<file path="config.mk">
export PLATFORM = sky130hd
export DESIGN_NAME = aq_reduce_line_ctrl_flat
export DESIGN_NICKNAME = d
export VERILOG_FILES = /design/src/rtl/aq_reduce_pkg.sv /design/src/rtl/aq_reduce_line_ctrl_if.sv /design/src/rtl/aq_sat_counter.sv /design/src/rtl/aq_reduce_line_ctrl.sv /design/src/flat_wrapper.sv
export SDC_FILE = /design/constraint.sdc
export NUM_CORES = 1
export LEC_CHECK = 0
export ABC_AREA = 1
export CAP_MARGIN = 15
export CORE_UTILIZATION = 47
export DETAILED_ROUTE_END_ITERATION = 8
export PLACE_DENSITY = 0.84
export SETUP_SLACK_MARGIN = 0.4
export SYNTH_ARGS = -nofsm -noshare
export SYNTH_HDL_FRONTEND = slang
export SYNTH_SLANG_ARGS = --single-unit
export TNS_END_PERCENT = 50
</file>
<file path="constraint.sdc">
create_clock -name CLK -period 1.8 [get_ports CLK]
set_input_delay 0.18 -clock CLK [delete_from_list [all_inputs] [get_ports CLK]]
set_output_delay 0.18 -clock CLK [all_outputs]
set_load 0.01 [all_outputs]
</file>
<file path="src/rtl/aq_reduce_pkg.sv">
// aq_reduce_pkg: shared state encoding and default width for the reduce line controller.
package aq_reduce_pkg;
    localparam int AQ_SIZE_W = 16;
    typedef enum logic [2:0] {IDLE, RUN, DRAIN, FLUSH, DONE} state_t;
endpackage

</file>
<file path="src/rtl/aq_reduce_line_ctrl_if.sv">
// aq_reduce_line_ctrl_if: pixel stream and calculator strobe bundle for the line controller.
interface aq_reduce_line_ctrl_if;
    logic S_VALID;
    logic S_READY;
    logic S_LAST;
    logic M_READY;
    logic CALC_START;
    logic CALC_ENA;
    logic CALC_VALID;
    logic OUT_STROBE;
    modport slave (
        input  S_VALID, S_LAST, M_READY, CALC_VALID,
        output S_READY, CALC_START, CALC_ENA, OUT_STROBE
    );
    modport master (
        output S_VALID, S_LAST, M_READY, CALC_VALID,
        input  S_READY, CALC_START, CALC_ENA, OUT_STROBE
    );
endinterface

</file>
<file path="src/rtl/aq_sat_counter.sv">
// aq_sat_counter: up-counter with synchronous clear that holds at all-ones instead of wrapping.
module aq_sat_counter import aq_reduce_pkg::*; #(
    parameter int W = AQ_SIZE_W
) (
    input  logic         clk,
    input  logic         rst,
    input  logic         i_clr,
    input  logic         i_inc,
    output logic [W-1:0] o_count
);
    logic [W-1:0] r_count;
    always_ff @(posedge clk) begin
        if (rst || i_clr) r_count <= '0;
        else if (i_inc && r_count != '1) r_count <= r_count + W'(1);
    end
    assign o_count = r_count;
endmodule

</file>
<file path="src/rtl/aq_reduce_line_ctrl.sv">
// aq_reduce_line_ctrl: per-line sequencer feeding the size/weight calculator one ENA per accepted pixel
// and counting the output pixels it reports back.
module aq_reduce_line_ctrl import aq_reduce_pkg::*; #(
    parameter int W = AQ_SIZE_W
) (
    input  logic          CLK,
    input  logic          RST,
    input  logic          LINE_START,
    input  logic [W-1:0]  ORG,
    input  logic [W-1:0]  CNV,
    output logic          BUSY,
    output logic          LINE_DONE,
    output logic          CFG_ERR,
    output logic          LEN_ERR,
    output logic [W-1:0]  IN_COUNT,
    output logic [W-1:0]  OUT_COUNT,
    aq_reduce_line_ctrl_if.slave bus
);
    localparam logic [2:0] ST_IDLE  = IDLE;
    localparam logic [2:0] ST_RUN   = RUN;
    localparam logic [2:0] ST_DRAIN = DRAIN;
    localparam logic [2:0] ST_FLUSH = FLUSH;
    localparam logic [2:0] ST_DONE  = DONE;

    logic [2:0]   r_state;
    logic [2:0]   w_next;
    logic [W-1:0] r_org;
    logic         r_ena_d1;
    logic         r_cfg_err;
    logic         r_len_err;
    logic         w_cfg_bad;
    logic         w_start_ok;
    logic         w_acc;
    logic         w_at_end;
    logic         w_len_set;

    assign w_cfg_bad  = ORG == '0 || CNV == '0 || CNV > ORG;
    assign w_start_ok = r_state == ST_IDLE && LINE_START && !w_cfg_bad;
    assign w_at_end   = IN_COUNT == r_org - W'(1);

    assign bus.S_READY    = r_state == ST_RUN ? bus.M_READY : r_state == ST_DRAIN;
    assign w_acc          = bus.S_VALID && bus.S_READY;
    assign bus.CALC_ENA   = r_state == ST_RUN && w_acc;
    assign bus.CALC_START = bus.CALC_ENA && IN_COUNT == '0;
    // calculator answers one cycle after each ENA, so its VALID is qualified by the delayed strobe
    assign bus.OUT_STROBE = r_ena_d1 && bus.CALC_VALID;

    assign BUSY      = r_state != ST_IDLE;
    assign LINE_DONE = r_state == ST_DONE;
    assign CFG_ERR   = r_cfg_err;
    assign LEN_ERR   = r_len_err;

    always_comb begin
        w_next    = r_state;
        w_len_set = 1'b0;
        case (r_state)
            ST_IDLE:  w_next = w_start_ok ? ST_RUN : ST_IDLE;
            ST_RUN: begin
                if (w_acc && (bus.S_LAST || w_at_end)) begin
                    w_next    = bus.S_LAST ? ST_FLUSH : ST_DRAIN;
                    w_len_set = !(bus.S_LAST && w_at_end);
                end
            end
            ST_DRAIN: w_next = w_acc && bus.S_LAST ? ST_FLUSH : ST_DRAIN;
            ST_FLUSH: w_next = ST_DONE;
            ST_DONE:  w_next = ST_IDLE;
            default:  w_next = ST_IDLE;
        endcase
    end

    always_ff @(posedge CLK) begin
        if (RST) begin
            r_state   <= ST_IDLE;
            r_org     <= '0;
            r_ena_d1  <= 1'b0;
            r_cfg_err <= 1'b0;
            r_len_err <= 1'b0;
        end else begin
            r_state   <= w_next;
            r_ena_d1  <= bus.CALC_ENA;
            r_cfg_err <= r_state == ST_IDLE && LINE_START && w_cfg_bad;
            r_len_err <= w_start_ok ? 1'b0 : r_len_err | w_len_set;
            if (w_start_ok) r_org <= ORG;
        end
    end

    aq_sat_counter #(.W(W)) u_in_cnt (
        .clk     (CLK),
        .rst     (RST),
        .i_clr   (w_start_ok),
        .i_inc   (bus.CALC_ENA),
        .o_count (IN_COUNT)
    );

    aq_sat_counter #(.W(W)) u_out_cnt (
        .clk     (CLK),
        .rst     (RST),
        .i_clr   (w_start_ok),
        .i_inc   (bus.OUT_STROBE),
        .o_count (OUT_COUNT)
    );
endmodule

</file>
<file path="src/flat_wrapper.sv">
// flat-port wrapper written by rule: the top's interface ports become plain ports
module aq_reduce_line_ctrl_flat import aq_reduce_pkg::*;
#(
    parameter int W = AQ_SIZE_W
)
  (CLK, RST, LINE_START, ORG, CNV, BUSY, LINE_DONE, CFG_ERR, LEN_ERR, IN_COUNT, OUT_COUNT, bus_S_VALID, bus_S_LAST, bus_M_READY, bus_CALC_VALID, bus_S_READY, bus_CALC_START, bus_CALC_ENA, bus_OUT_STROBE);
  aq_reduce_line_ctrl_if bus_i ();
  input  logic CLK;
  input  logic RST;
  input  logic LINE_START;
  input  logic [W-1:0] ORG;
  input  logic [W-1:0] CNV;
  output logic BUSY;
  output logic LINE_DONE;
  output logic CFG_ERR;
  output logic LEN_ERR;
  output logic [W-1:0] IN_COUNT;
  output logic [W-1:0] OUT_COUNT;
  input wire logic [$bits(bus_i.S_VALID)-1:0] bus_S_VALID;
  input wire logic [$bits(bus_i.S_LAST)-1:0] bus_S_LAST;
  input wire logic [$bits(bus_i.M_READY)-1:0] bus_M_READY;
  input wire logic [$bits(bus_i.CALC_VALID)-1:0] bus_CALC_VALID;
  output wire logic [$bits(bus_i.S_READY)-1:0] bus_S_READY;
  output wire logic [$bits(bus_i.CALC_START)-1:0] bus_CALC_START;
  output wire logic [$bits(bus_i.CALC_ENA)-1:0] bus_CALC_ENA;
  output wire logic [$bits(bus_i.OUT_STROBE)-1:0] bus_OUT_STROBE;
  assign bus_i.S_VALID = bus_S_VALID;
  assign bus_i.S_LAST = bus_S_LAST;
  assign bus_i.M_READY = bus_M_READY;
  assign bus_i.CALC_VALID = bus_CALC_VALID;
  assign bus_S_READY = bus_i.S_READY;
  assign bus_CALC_START = bus_i.CALC_START;
  assign bus_CALC_ENA = bus_i.CALC_ENA;
  assign bus_OUT_STROBE = bus_i.OUT_STROBE;
  aq_reduce_line_ctrl #(.W(W)) u_core (.CLK(CLK), .RST(RST), .LINE_START(LINE_START), .ORG(ORG), .CNV(CNV), .BUSY(BUSY), .LINE_DONE(LINE_DONE), .CFG_ERR(CFG_ERR), .LEN_ERR(LEN_ERR), .IN_COUNT(IN_COUNT), .OUT_COUNT(OUT_COUNT), .bus(bus_i));
endmodule
</file>
Yosys cells after proc, flatten, opt, wreduce, memory -nomap -nowiden
Cells that the tools add are included.
{"block": "word_totals", "output_inout_bits": 40, "elab_cells": 52, "inputBits": 39, "reg_bits": 54}
{"block": "op_classes", "n_bitwise": 1, "eq_ne": 8, "n_mux": 8, "n_reduce_logical": 24, "magnitude_cmp": 1, "add_sub_neg": 3}
{"cell": "$logic_not A16 Y1", "n": 3}
{"cell": "$add A16 B1 Y16 const B", "n": 2}
{"cell": "$ne A16 B16 Y1 const B", "n": 2}
{"cell": "$eq A16 B16 Y1", "n": 1}
{"cell": "$gt A16 B16 Y1", "n": 1}
{"cell": "$sub A16 B1 Y16 const B", "n": 1}
{"cell": "$logic_and A1 B1 Y1", "n": 12}
{"cell": "$pmux W3 S4", "n": 1}
{"cell": "$eq A3 B2 Y1 const B", "n": 2}
{"cell": "$mux W1", "n": 6}
{"cell": "$logic_or A1 B1 Y1", "n": 4}
{"cell": "$eq A3 B1 Y1 const B", "n": 1}
{"cell": "$eq A3 B3 Y1 const B", "n": 1}
{"cell": "$logic_not A3 Y1", "n": 1}
{"cell": "$mux W3", "n": 1}
{"cell": "$reduce_bool A3 Y1", "n": 1}
{"cell": "$logic_not A1 Y1", "n": 2}
{"cell": "$ne A2 B2 Y1 const B", "n": 1}
{"cell": "$reduce_or A2 Y1", "n": 1}
{"cell": "$or A1 B1 Y1", "n": 1}

Longest topological paths before layout
Gate-level depths: netlist of run 1.
{"block": "logic_depth", "ltp_word": 7, "depth_mapped": 17, "ltp_nobuf": 17}

By module
Synthesis of run 1 repeated with hierarchy kept, for this count alone.
{"block": "unflattened", "cells_unflattened": 678, "hier_area_um2": 4101.4}
{"mod": "aq_reduce_line_ctrl", "area_each_um2": 2199.6, "n_inst": 1, "cells_per_inst": 380}
{"mod": "aq_sat_counter", "area_each_um2": 950.9, "n_inst": 2, "cells_per_inst": 149}

Least setup slack after synthesis of run 1
No wires, ideal clock.
{"block": "synth_path", "path_type": "register -> register", "from": "register u_core.u_in_cnt.r_count[0] (netlist: u_core.u_in_cnt.o_count[0])", "to": "register u_core.u_in_cnt.r_count[1] (netlist: u_core.u_in_cnt.o_count[1])", "setup_time_ns": 0.116, "stages_incl_launch_ff": 10, "t_required_ns": 1.684, "period_less_slack_ns": 1.740, "slack_ns": 0.060, "arrival_ns": 1.625, "cell_sequence": "dfxtp_1 ha_1 inv_1 nor3_1 nand2_1 o21ai_4 inv_4 buf_6 a21oi_1 nor2_1"}
{"block": "synth_via", "elab_chain_len": 2}
{"element": "start, declared", "line": "aq_sat_counter.sv:11", "source": "logic [W-1:0] r_count;"}
{"element": "start signal, assigned", "line": "aq_sat_counter.sv:14", "source": "else if (i_inc && r_count != '1) r_count <= r_count + W'(1);"}
{"element": "branches (longest 2 deep; another with $add A16 B1 Y16)"}
Parallel ways; which one is timed is not known.
A chain may end at the register's enable or synchronous reset.

Final worst setup path of run 1
{"block": "layout_path", "from": "register u_core.r_org[2]", "to": "register u_core.r_state[1]"}
{"block": "layout_via", "elab_chain_len": 5}
{"element": "start, declared", "line": "aq_reduce_line_ctrl.sv:27", "source": "logic [W-1:0] r_org;"}
{"element": "start signal, assigned", "line": "aq_reduce_line_ctrl.sv:74", "source": "r_org <= '0;"}
{"element": "start signal, assigned", "line": "aq_reduce_line_ctrl.sv:83", "source": "if (w_start_ok) r_org <= ORG;"}
{"element": "$sub A16 B1 Y16", "line": "aq_reduce_line_ctrl.sv:39", "source": "assign w_at_end = IN_COUNT == r_org - W'(1);"}
{"element": "$eq A16 B16 Y1", "line": "aq_reduce_line_ctrl.sv:39"}
{"element": "$logic_or A1 B1 Y1", "line": "aq_reduce_line_ctrl.sv:59", "source": "if (w_acc && (bus.S_LAST || w_at_end)) begin"}
{"element": "$logic_and A1 B1 Y1", "line": "aq_reduce_line_ctrl.sv:59"}
{"element": "$ne A2 B2 Y1 (no source line)"}
{"element": "end signal, assigned", "line": "aq_reduce_line_ctrl.sv:79", "source": "r_state <= w_next;"}
{"element": "end, declared", "line": "aq_reduce_line_ctrl.sv:25", "source": "logic [2:0] r_state;"}
Every way passes these cells.

==> flow_metrics.tcl, run 1 <==
set metrics [dict create \
    status "finished, violations left" \
    violations "negative setup slack" \
    powerDensity_nw_per_um2 648 \
    antenna_cells 0 \
    static-leakage-power_uw 0.00355 \
    synth.cell_area_um2 3900 \
    critPathLaunch "u_core.r_org[2]" \
    crit_path_end_kind "flop" \
    finalSetupViolCount 17 \
    layout-drive-gt1-share_pct 41.1 \
    fmax_mhz 473 \
    die-area_um2 8680 \
    root_buffer "clkbuf_8" \
    cap_violations 0 \
    dr_total_vias 5566 \
    setup_ws_ps -315 \
    ys_ff_latch 54 \
    reg2reg_to "u_core.r_state[1]" \
    clkPwrFrac_pct 20.5 \
    tightest_slew_ps 477 \
    crit_path_end "u_core.r_state[1]" \
    drc 0 \
    core_um2 7890 \
    gp_congestion 0.906 \
    holdCritPathClass "in2reg" \
    cts_tree "yes" \
    die_x_um 93.2 \
    p_total_uw 4310 \
    fin_skew_ps 16.8 \
    seqPwrFrac_pct 31.6 \
    cts_num_sinks 54 \
    rsz0062_at_grt "true" \
    dp_hpwl_mm 8.76 \
    num_io_pins 79 \
    cts_made_buffers 5 \
    clkTransAtPathRegs_ps 100 \
    final_net_count 866 \
    synth_edf_count 0 \
    drt-wirelength-per-cell_um 19.7 \
    synth-seq-area-share_pct 27.7 \
    grt_max_degree 19 \
    cp.arrival_ps 2380 \
    path_class "reg2reg" \
    r2r_cells 15 \
    drtPass1Iterations 8 \
    syn_inst 624 \
    cp_max_fo 4 \
    num-fill-cells 426 \
    sw_frac_of_total_pct 40.0 \
    grt_usage_pct 32.0 \
    power_frac_comb_pct 47.9 \
    regToRegStartpoint "u_core.r_org[2]" \
    antenna_found_initial 0 \
    initial_core_util_pct 49.5 \
    synth_flop_cell "dfxtp_1" \
    via_per_inst 6.12 \
    first_global_vias 4870 \
    r2r_setup_slack_ps -320 \
    wirelength_mm 17.9 \
    rows 32 \
    post-route-util_pct 84.2 \
    first_iter_violations 653 \
    fin_crit_ps 2120 \
    maxSlewHeadroom_pct 67.9 \
    yosysUniqueCellTypes 33 \
    power.internal_uw 2580 \
    area_growth_pct 70.1 \
    htree_levels 2 \
    portBuffers 78 \
    fin_crit_sh_pct 118 \
    clk_latency_ps 330 \
    overflow 0 \
    hold_violations 0 \
    syn_avg_cell_area_um2 6.26 \
    grt_pass1_wl_mm 22.1 \
    clk_path_buf_depth 2 \
    final_max_slew_viol_count 0 \
    syn_nets 683 \
    antenna_left 0 \
    ir_drop_mv 0.544 \
    switchingPower_uw 1720 \
    yosysWarningCount 0 \
    die_y_um 93.2 \
    async_flop_share_pct 0 \
    start_kind "flop" \
    cp.required_ps 2060 \
]
==> per-layer routing <==
metal  track usage (%)  up-vias  part of all wire [%]
li1                  -     2355                     -
met1              34.1     2491                    33
met2              60.5      514                    47
met3              5.12      206                    11
met4              15.6        0                   9.0
met5                 0        -                     0
==> final cells by class <==
| cell class | instances | area [µm²] | share of cell area [%] |
|---|---|---|---|
| Sequential cell | 54 | 1130 | 17.0 |
| Tap cell | 102 | 128 | 1.92 |
| Inverter | 97 | 404 | 6.09 |
| Timing Repair inverter | 1 | 16.3 | 0.245 |
| Multi-Input combinational cell | 464 | 3110 | 46.8 |
| Clock buffer | 5 | 68.8 | 1.04 |
| Clock inverter | 3 | 47.5 | 0.716 |
| Timing Repair Buffer | 184 | 1740 | 26.2 |
==> power groups by stage <==
stage	sequential, µW	clock [µW]	combinational, µW
after global routing	1360	920	2210
after detailed placement	1350	0	1460
after global placement	1350	0	1400
after CTS	1320	858	1680
after floorplan	1340	0	981
final	1360	884	2060
==> flip-flops by register name, summed over array words and instances, names as in the netlist <==
register                  cells
u_core.r_ena_d1               1
u_core.r_state                3
u_core.LEN_ERR                1
u_core.r_org                 16
u_core.u_out_cnt.o_count     16
u_core.u_in_cnt.o_count      16
u_core.CFG_ERR                1
==> metrics by stage <==
| stage | area, µm² | setup TNS, ps | setup WS [ps] | std cells | hold WS [ps] |
|---|---|---|---|---|---|
| 3_5_place_dp | 5480 | -26150 | -546 | 855 | 427 |
| 2_1_floorplan | 4170 | 0 | 187 | 624 | 249 |
| 6_report | 6640 | -1630 | -315 | 910 | 134 |
| 5_1_grt | 6640 | -4020 | -359 | 910 | 172 |
| 4_1_cts | 6100 | 0 | 30.2 | 892 | 297 |
| 3_3_place_gp | 5480 | -18640 | -396 | 855 | 427 |
==> layout by cell type (no fill, tap or decap), drive strengths merged <==
cell and n:
clkdlybuf4s15 1, buf 113, a31oi 1, dlymetal6s2s 32, nor2 93, nand3 30
nor3b 3, xnor2 6, nor4 17, nand2 177, a21oi 36, xor2 19
clkdlybuf4s50 11, clkinv 3, dlygate4sd2 1, nor3 19, or2 5, nand4 17
nand3b 9, inv 97, bufinv 1, dfxtp 54, o211ai 2, o21ai 10
ha 20, clkbuf 31
==> cell usage after synthesis, types with 2 or more instances <==
cell	count	share of area (%)
dfxtp_1	54	28
nor2_4	4	1.2
nand2_1	172	17
nand3_1	27	3.5
nand2_2	5	0.80
a21oi_1	36	4.6
nor3_1	17	2.2
inv_2	8	0.77
o211ai_1	2	0.38
nor4_1	15	2.4
nand3_2	3	0.77
nor3b_1	3	0.58
or2_1	2	0.32
nor2_2	2	0.32
nand3b_1	9	1.7
clkbuf_1	3	0.29
xnor2_1	6	1.3
o21ai_0	8	1.0
nor2_1	87	8.4
nand4_1	17	2.7
ha_1	20	6.4
nor4_2	2	0.64
xor2_1	19	4.3
or2_2	3	0.48
nor3_2	2	0.51
buf_2	4	0.51
inv_1	88	8.5
==> timing repair <==
| item | 4_1_cts | 5_1_grt |
|---|---|---|
| setup endpoints to repair | 87 | 91 |
| buffers inserted | 25 | 17 |
| gates cloned | 4 | 1 |
| resized for setup | 111 | 210 |
| hold buffers | 0 | 0 |
| pin swaps | 36 | 64 |
==> critical path: stages, from the launching register on <==
cell and delay, ps:
dfxtp_2 360, inv_1 160, nand2_1 70, nor2_1 190
nand3_1 120, nand3_1 110, nand2_1 80, nor2_1 90
nand2_1 70, nor2_2 240, nand2_1 110, nand2_2 120
nand2_2 80, nand2_2 80, nand2_1 70, nor2_1 100
==> kinds of logic (layout without fill, tap and decap cells) <==
| group | count (synthesis) | after routing | share of synthesized area, % |
|---|---|---|---|
| fa+ha+maj | 20 | 20 | 6.41 |
| compound gates | 49 | 49 | 6.73 |
| buf+inv | 106 | 290 | 10.6 |
| xor+xnor | 25 | 25 | 5.61 |
| simple gates | 370 | 370 | 43.0 |
| flops | 54 | 54 | 27.7 |
==> worst min path at each step <==
stage / startpoint / to / slack [ps] / cells past startpoint
global placement: u_core.r_state[2] / u_core.r_state[2] / 430 / 1
finish: ORG[0] / u_core.r_org[0] / 130 / 3
detailed placement: u_core.r_state[2] / u_core.r_state[2] / 430 / 1
floorplan: RST / u_core.r_org[13] / 250 / 1
global route: ORG[0] / u_core.r_org[0] / 170 / 3
CTS: ORG[0] / u_core.r_org[0] / 300 / 3
(Power assumes the default switching activity.)
==> inputs of run 2 (changes only) <==
Settings changed: PLACE_DENSITY 0.84 to 0.77.
==> run 2 against run 1 <==
Net effect: the run still ends with negative setup slack left; design area grew 3.1%; global-route usage rose by 0.84 points; first-iteration DRC count is 54% lower; fmax increased by 8.5%.
==> flow_metrics.tcl, run 2 (synthesis results as in run 1) <==
set metrics [dict create \
    die_y_um 93.2 \
    dp_hpwl_mm 8.54 \
    first_global_vias 5052 \
    overflow 0 \
    htree_levels 2 \
    clk_latency_ps 330 \
    drtPass1Iterations 5 \
    fin_setup_tns_ps -601 \
    via_per_inst 5.66 \
    clk_path_buf_depth 2 \
    grt_pass1_wl_mm 22.8 \
    first_iter_violations 301 \
    layout-drive-gt1-share_pct 47.9 \
    fmax_mhz 513 \
    cap_violations 0 \
    root_buffer "clkbuf_8" \
    violations "negative setup slack" \
    crit_path_end_kind "flop" \
    clkTransAtPathRegs_ps 110 \
    powerDensity_nw_per_um2 613 \
    fin_skew_ps 15.3 \
    antenna_found_initial 0 \
    area_growth_pct 75.3 \
    hold_violations 0 \
    start_kind "flop" \
    finalSetupViolCount 8 \
    initial_core_util_pct 49.5 \
    status "finished, violations left" \
    mostFrequentLayoutCells "nand2_1, buf_4, inv_1, nor2_1, nand2_2" \
    fin_crit_ps 1950 \
    postCtsHoldBufs 0 \
    dr_total_vias 5185 \
    maxSlewHeadroom_pct 65.7 \
    whs_ps 170 \
    dpl_cell_area_um2 5560 \
    ir_drop_mv 0.354 \
    gp_congestion 0.892 \
    grt_usage_pct 32.8 \
    layout_commonest_cell "nand2_1" \
    path_class "reg2reg" \
    antenna_left 0 \
    antenna_cells 0 \
    cp_common_cell "nand2_2" \
    core_um2 7890 \
    cpPeakStageDelay_ps 380 \
    holdCritPathClass "in2reg" \
    num_io_pins 79 \
    p_total_uw 4200 \
    rows 32 \
    setup_ws_ps -149 \
    wirelength_mm 15.4 \
    tightest_slew_ps 510 \
    fin_crit_sh_pct 108 \
    final_net_count 872 \
    pre_cts_ws_ps -494 \
    cp.arrival_ps 2210 \
    grt_max_degree 19 \
    cts_tree "yes" \
    cp.required_ps 2060 \
    static-leakage-power_uw 0.00320 \
    cts_num_sinks 54 \
    die-area_um2 8680 \
    final_max_slew_viol_count 0 \
    drt-wirelength-per-cell_um 16.8 \
    portBuffers 78 \
    die_x_um 93.2 \
    crit_chain "inv_1 -> nand2_1 -> nor2_1 -> nand3_1 -> nand2_1 -> nand2_1 -> nor2_1 -> nand2_1 -> nor2_2 -> nand2_2 -> nand2_2 -> nand2_2 -> nand2_2 -> nand2_2 -> nor2_4" \
    slowest_stage "dfxtp_1" \
    drc 0 \
    rsz0062_at_grt "true" \
    cp_max_fo 5 \
    cts_made_buffers 5 \
    design_area_um2 6850 \
]
==> run 2: path summary, 6_finish.rpt <==
check / endpoint / from / slack, ps / cells past startpoint
min: u_core.r_org[3] / ORG[3] / 170 / 4
max: u_core.r_state[1] / u_core.r_org[8] / -150 / 15
min reg2reg: u_core.r_state[2] / u_core.r_state[2] / 430 / 1
max reg2reg: u_core.r_state[1] / u_core.r_org[8] / -150 / 15
==> run 2: worst max-delay path: cells and delay by family, from the launching register on <==
| family | cells | cell delay [ps] |
|---|---|---|
| buffers and inverters | 1 | 170 |
| DFF | 1 | 380 |
| and+or+nand+nor | 14 | 1350 |
==> run 2: repair_timing <==
| action | CTS | global route |
|---|---|---|
| gates cloned | 6 | 0 |
| gates resized for setup | 346 | 87 |
| pin swaps | 64 | 61 |
| setup buffers | 31 | 8 |
| setup endpoints to repair | 89 | 59 |
==> run 2: power by group <==
part           switching (µW)  total [µW]  leakage, µW  internal, µW
Combinational            1140        2090      0.00270           954
Clock                     466         749    0.0000483           283
Sequential               93.2        1350     0.000454          1260
==> run 2: per-layer routing <==
metal | vias to the layer above | wire (µm) | GRT usage (%)
li1 | 2382 | - | -
met1 | 2393 | 5770 | 36.3
met2 | 326 | 7850 | 62.2
met3 | 84 | 1110 | 4.07
met4 | 0 | 686 | 14.1
met5 | - | 0 | 0
==> run 2: layout make-up <==
type                       instances  area, µm²
multi-input combinational        464       3330
clock inverter                     3       26.3
tap                              102        128
clock buffer                       5       68.8
sequential                        54       1130
timing repair inverter             1       7.51
inverter                          97        404
timing repair buffer             190       1750
fill                             367       1040
==> run 2: stage by stage <==
stage                     std cells  util [%]
final                           916      86.8
after detailed placement        863      70.4
after global routing            916      86.8
after CTS                       908      82.2
after floorplan                 624         -
after global placement          863      70.4
==> inputs of run 3 (changes only) <==
Settings changed: ABC_CLOCK_PERIOD_IN_PS set to 1800, CELL_PAD_IN_SITES_DETAIL_PLACEMENT set to 0, CELL_PAD_IN_SITES_GLOBAL_PLACEMENT set to 1, CORE_UTILIZATION 47 to 32, PLACE_DENSITY 0.77 to not set, PLACE_DENSITY_LB_ADDON set to 0.1.
==> run 3 against run 2 <==
Net effect: the run still ends with negative setup slack left; design area grew 6.2%; core utilization shrank 24 points; flip-flop and latch count is the same; clock skew shrank 8.9 ps; non-clock buffer count grew 40; total power grew 12%; clock-buffer cell count is the same; largest cell class unchanged.
==> flow_metrics.tcl, run 3 (synthesis results as in run 1) <==
set metrics [dict create \
    area_growth_pct 86.2 \
    rows 39 \
    antenna_found_initial 0 \
    antenna_cells 0 \
    die-area_um2 12600 \
    mostFrequentLayoutCells "nand2_1, buf_4, inv_1, nor2_1, buf_6" \
    layout-drive-gt1-share_pct 48.1 \
    violations "negative setup slack" \
    die_y_um 112 \
    pre_cts_ws_ps -522 \
    drtPass1Iterations 4 \
    crit_path_end_kind "flop" \
    grt_pass1_wl_mm 22.5 \
    final_cells 997 \
    num-fill-cells 1055 \
    hold_violations 0 \
    cp_common_cell "nand2_1" \
    tightest_slew_ps 366 \
    clkTransAtPathRegs_ps 70 \
    cap_violations 0 \
    setup_ws_ps -62.5 \
    wirelength_mm 14.3 \
    final_net_count 912 \
    num_io_pins 79 \
    slowest_stage "dfxtp_2" \
    root_buffer "clkbuf_16" \
    cts_tree "yes" \
    p_total_uw 4710 \
    layout_commonest_cell "nand2_1" \
    htree_levels 2 \
    via_per_inst 4.78 \
    status "finished, violations left" \
    cpPeakStageDelay_ps 360 \
    grt_max_degree 19 \
    ir_drop_mv 0.415 \
    gp_congestion 0.847 \
    cts_made_buffers 5 \
    drc 0 \
    core_um2 11700 \
    path_class "reg2reg" \
    first_global_vias 4561 \
    grt_usage_pct 22.5 \
    powerDensity_nw_per_um2 648 \
    placed_cells 939 \
    antenna_left 0 \
    start_kind "flop" \
    clk_path_buf_depth 2 \
    drt-wirelength-per-cell_um 14.4 \
    cp_max_fo 5 \
    static-leakage-power_uw 0.00344 \
    first_iter_violations 178 \
    clk_latency_ps 310 \
    portBuffers 78 \
    initial_core_util_pct 33.5 \
    maxSlewHeadroom_pct 75.4 \
    finalSetupViolCount 11 \
    dr_total_vias 4767 \
    overflow 0 \
    cp.required_ps 2040 \
    fin_crit_sh_pct 103 \
    cp.arrival_ps 2100 \
    cts_num_sinks 54 \
    fmax_mhz 537 \
    rsz0062_at_grt "true" \
    die_x_um 112 \
    fin_crit_ps 1860 \
    dp_hpwl_mm 10.1 \
    holdCritPathClass "in2reg" \
    whs_ps 199 \
    fin_skew_ps 6.36 \
    final_max_slew_viol_count 0 \
    crit_chain "inv_2 -> ha_4 -> buf_6 -> or2_1 -> nand3_1 -> nand2_1 -> nor3b_2 -> nand2_1 -> nor2_1 -> nand2_1 -> nand2_2 -> nand2_2 -> nand2_2 -> nand2_1 -> nor2_2" \
]
## run 3: cell types whose count changed in the layout (fill, tap and decap cells not counted), moves of 6 or more
cell,change
buf_4,+35
buf_6,+9
dfxtp_2,-6
nand2_1,+11
nand2_2,-6
## run 3: metal layers
| layer | track usage (%) | wire, µm |
|---|---|---|
| met1 | 29.8 | 6590 |
| met2 | 38.5 | 7100 |
| met3 | 2.86 | 412 |
| met4 | 6.31 | 230 |
| met5 | 0 | 0 |
## run 3: metrics by stage
| stage | instance area, µm² | util (%) | setup TNS [ps] |
|---|---|---|---|
| 3_5_place_dp | 5840 | 50.1 | -24380 |
| 5_1_grt | 7270 | 62.3 | -2170 |
| 2_1_floorplan | 4170 | - | 0 |
| 6_report | 7270 | 62.3 | -347 |
| 3_3_place_gp | 5840 | 50.1 | -21010 |
| 4_1_cts | 6690 | 57.3 | -168 |
## run 3: timing repair
item                       in CTS  in global routing
setup endpoints to repair      89                 59
setup buffers                  25                 17
resized for setup             302                129
pin swaps                      42                 72
gates cloned                    8                  0
hold buffers                    0                  0
## run 3: critical path: cells and delay by family, from the launching register on
| family | cells | cell delay, ps |
|---|---|---|
| DFF | 1 | 360 |
| adders and majority gates | 1 | 170 |
| and+or+nand+nor | 12 | 1070 |
| buffers and inverters | 2 | 180 |
## run 3: layout make-up
| cell class | count | area (µm²) | area share, % |
|---|---|---|---|
| inverter | 97 | 407 | 5.59 |
| clock buffer | 5 | 125 | 1.72 |
| tap | 143 | 179 | 2.46 |
| timing repair inverter | 1 | 8.76 | 0.120 |
| timing repair buffer | 230 | 2130 | 29.2 |
| multi-input combinational | 464 | 3270 | 45.0 |
| clock inverter | 3 | 25.0 | 0.344 |
| sequential | 54 | 1130 | 15.5 |
## run 3: power breakdown
| group | switching (µW) | total (µW) | internal, µW |
|---|---|---|---|
| logic | 1180 | 2370 | 1190 |
| clock network | 485 | 1010 | 524 |
| registers | 75.6 | 1330 | 1260 |
## run 3: path summary, 6_finish.rpt
| check | startpoint | end | slack (ps) | cells after the start |
|---|---|---|---|---|
| worst max register to register | u_core.r_org[1] | u_core.r_state[1] | -60 | 15 |
| worst min register to register | u_core.r_state[2] | u_core.r_state[2] | 430 | 1 |
| worst max-delay path | u_core.r_org[1] | u_core.r_state[1] | -60 | 15 |
| worst min-delay path | ORG[1] | u_core.r_org[1] | 200 | 4 |
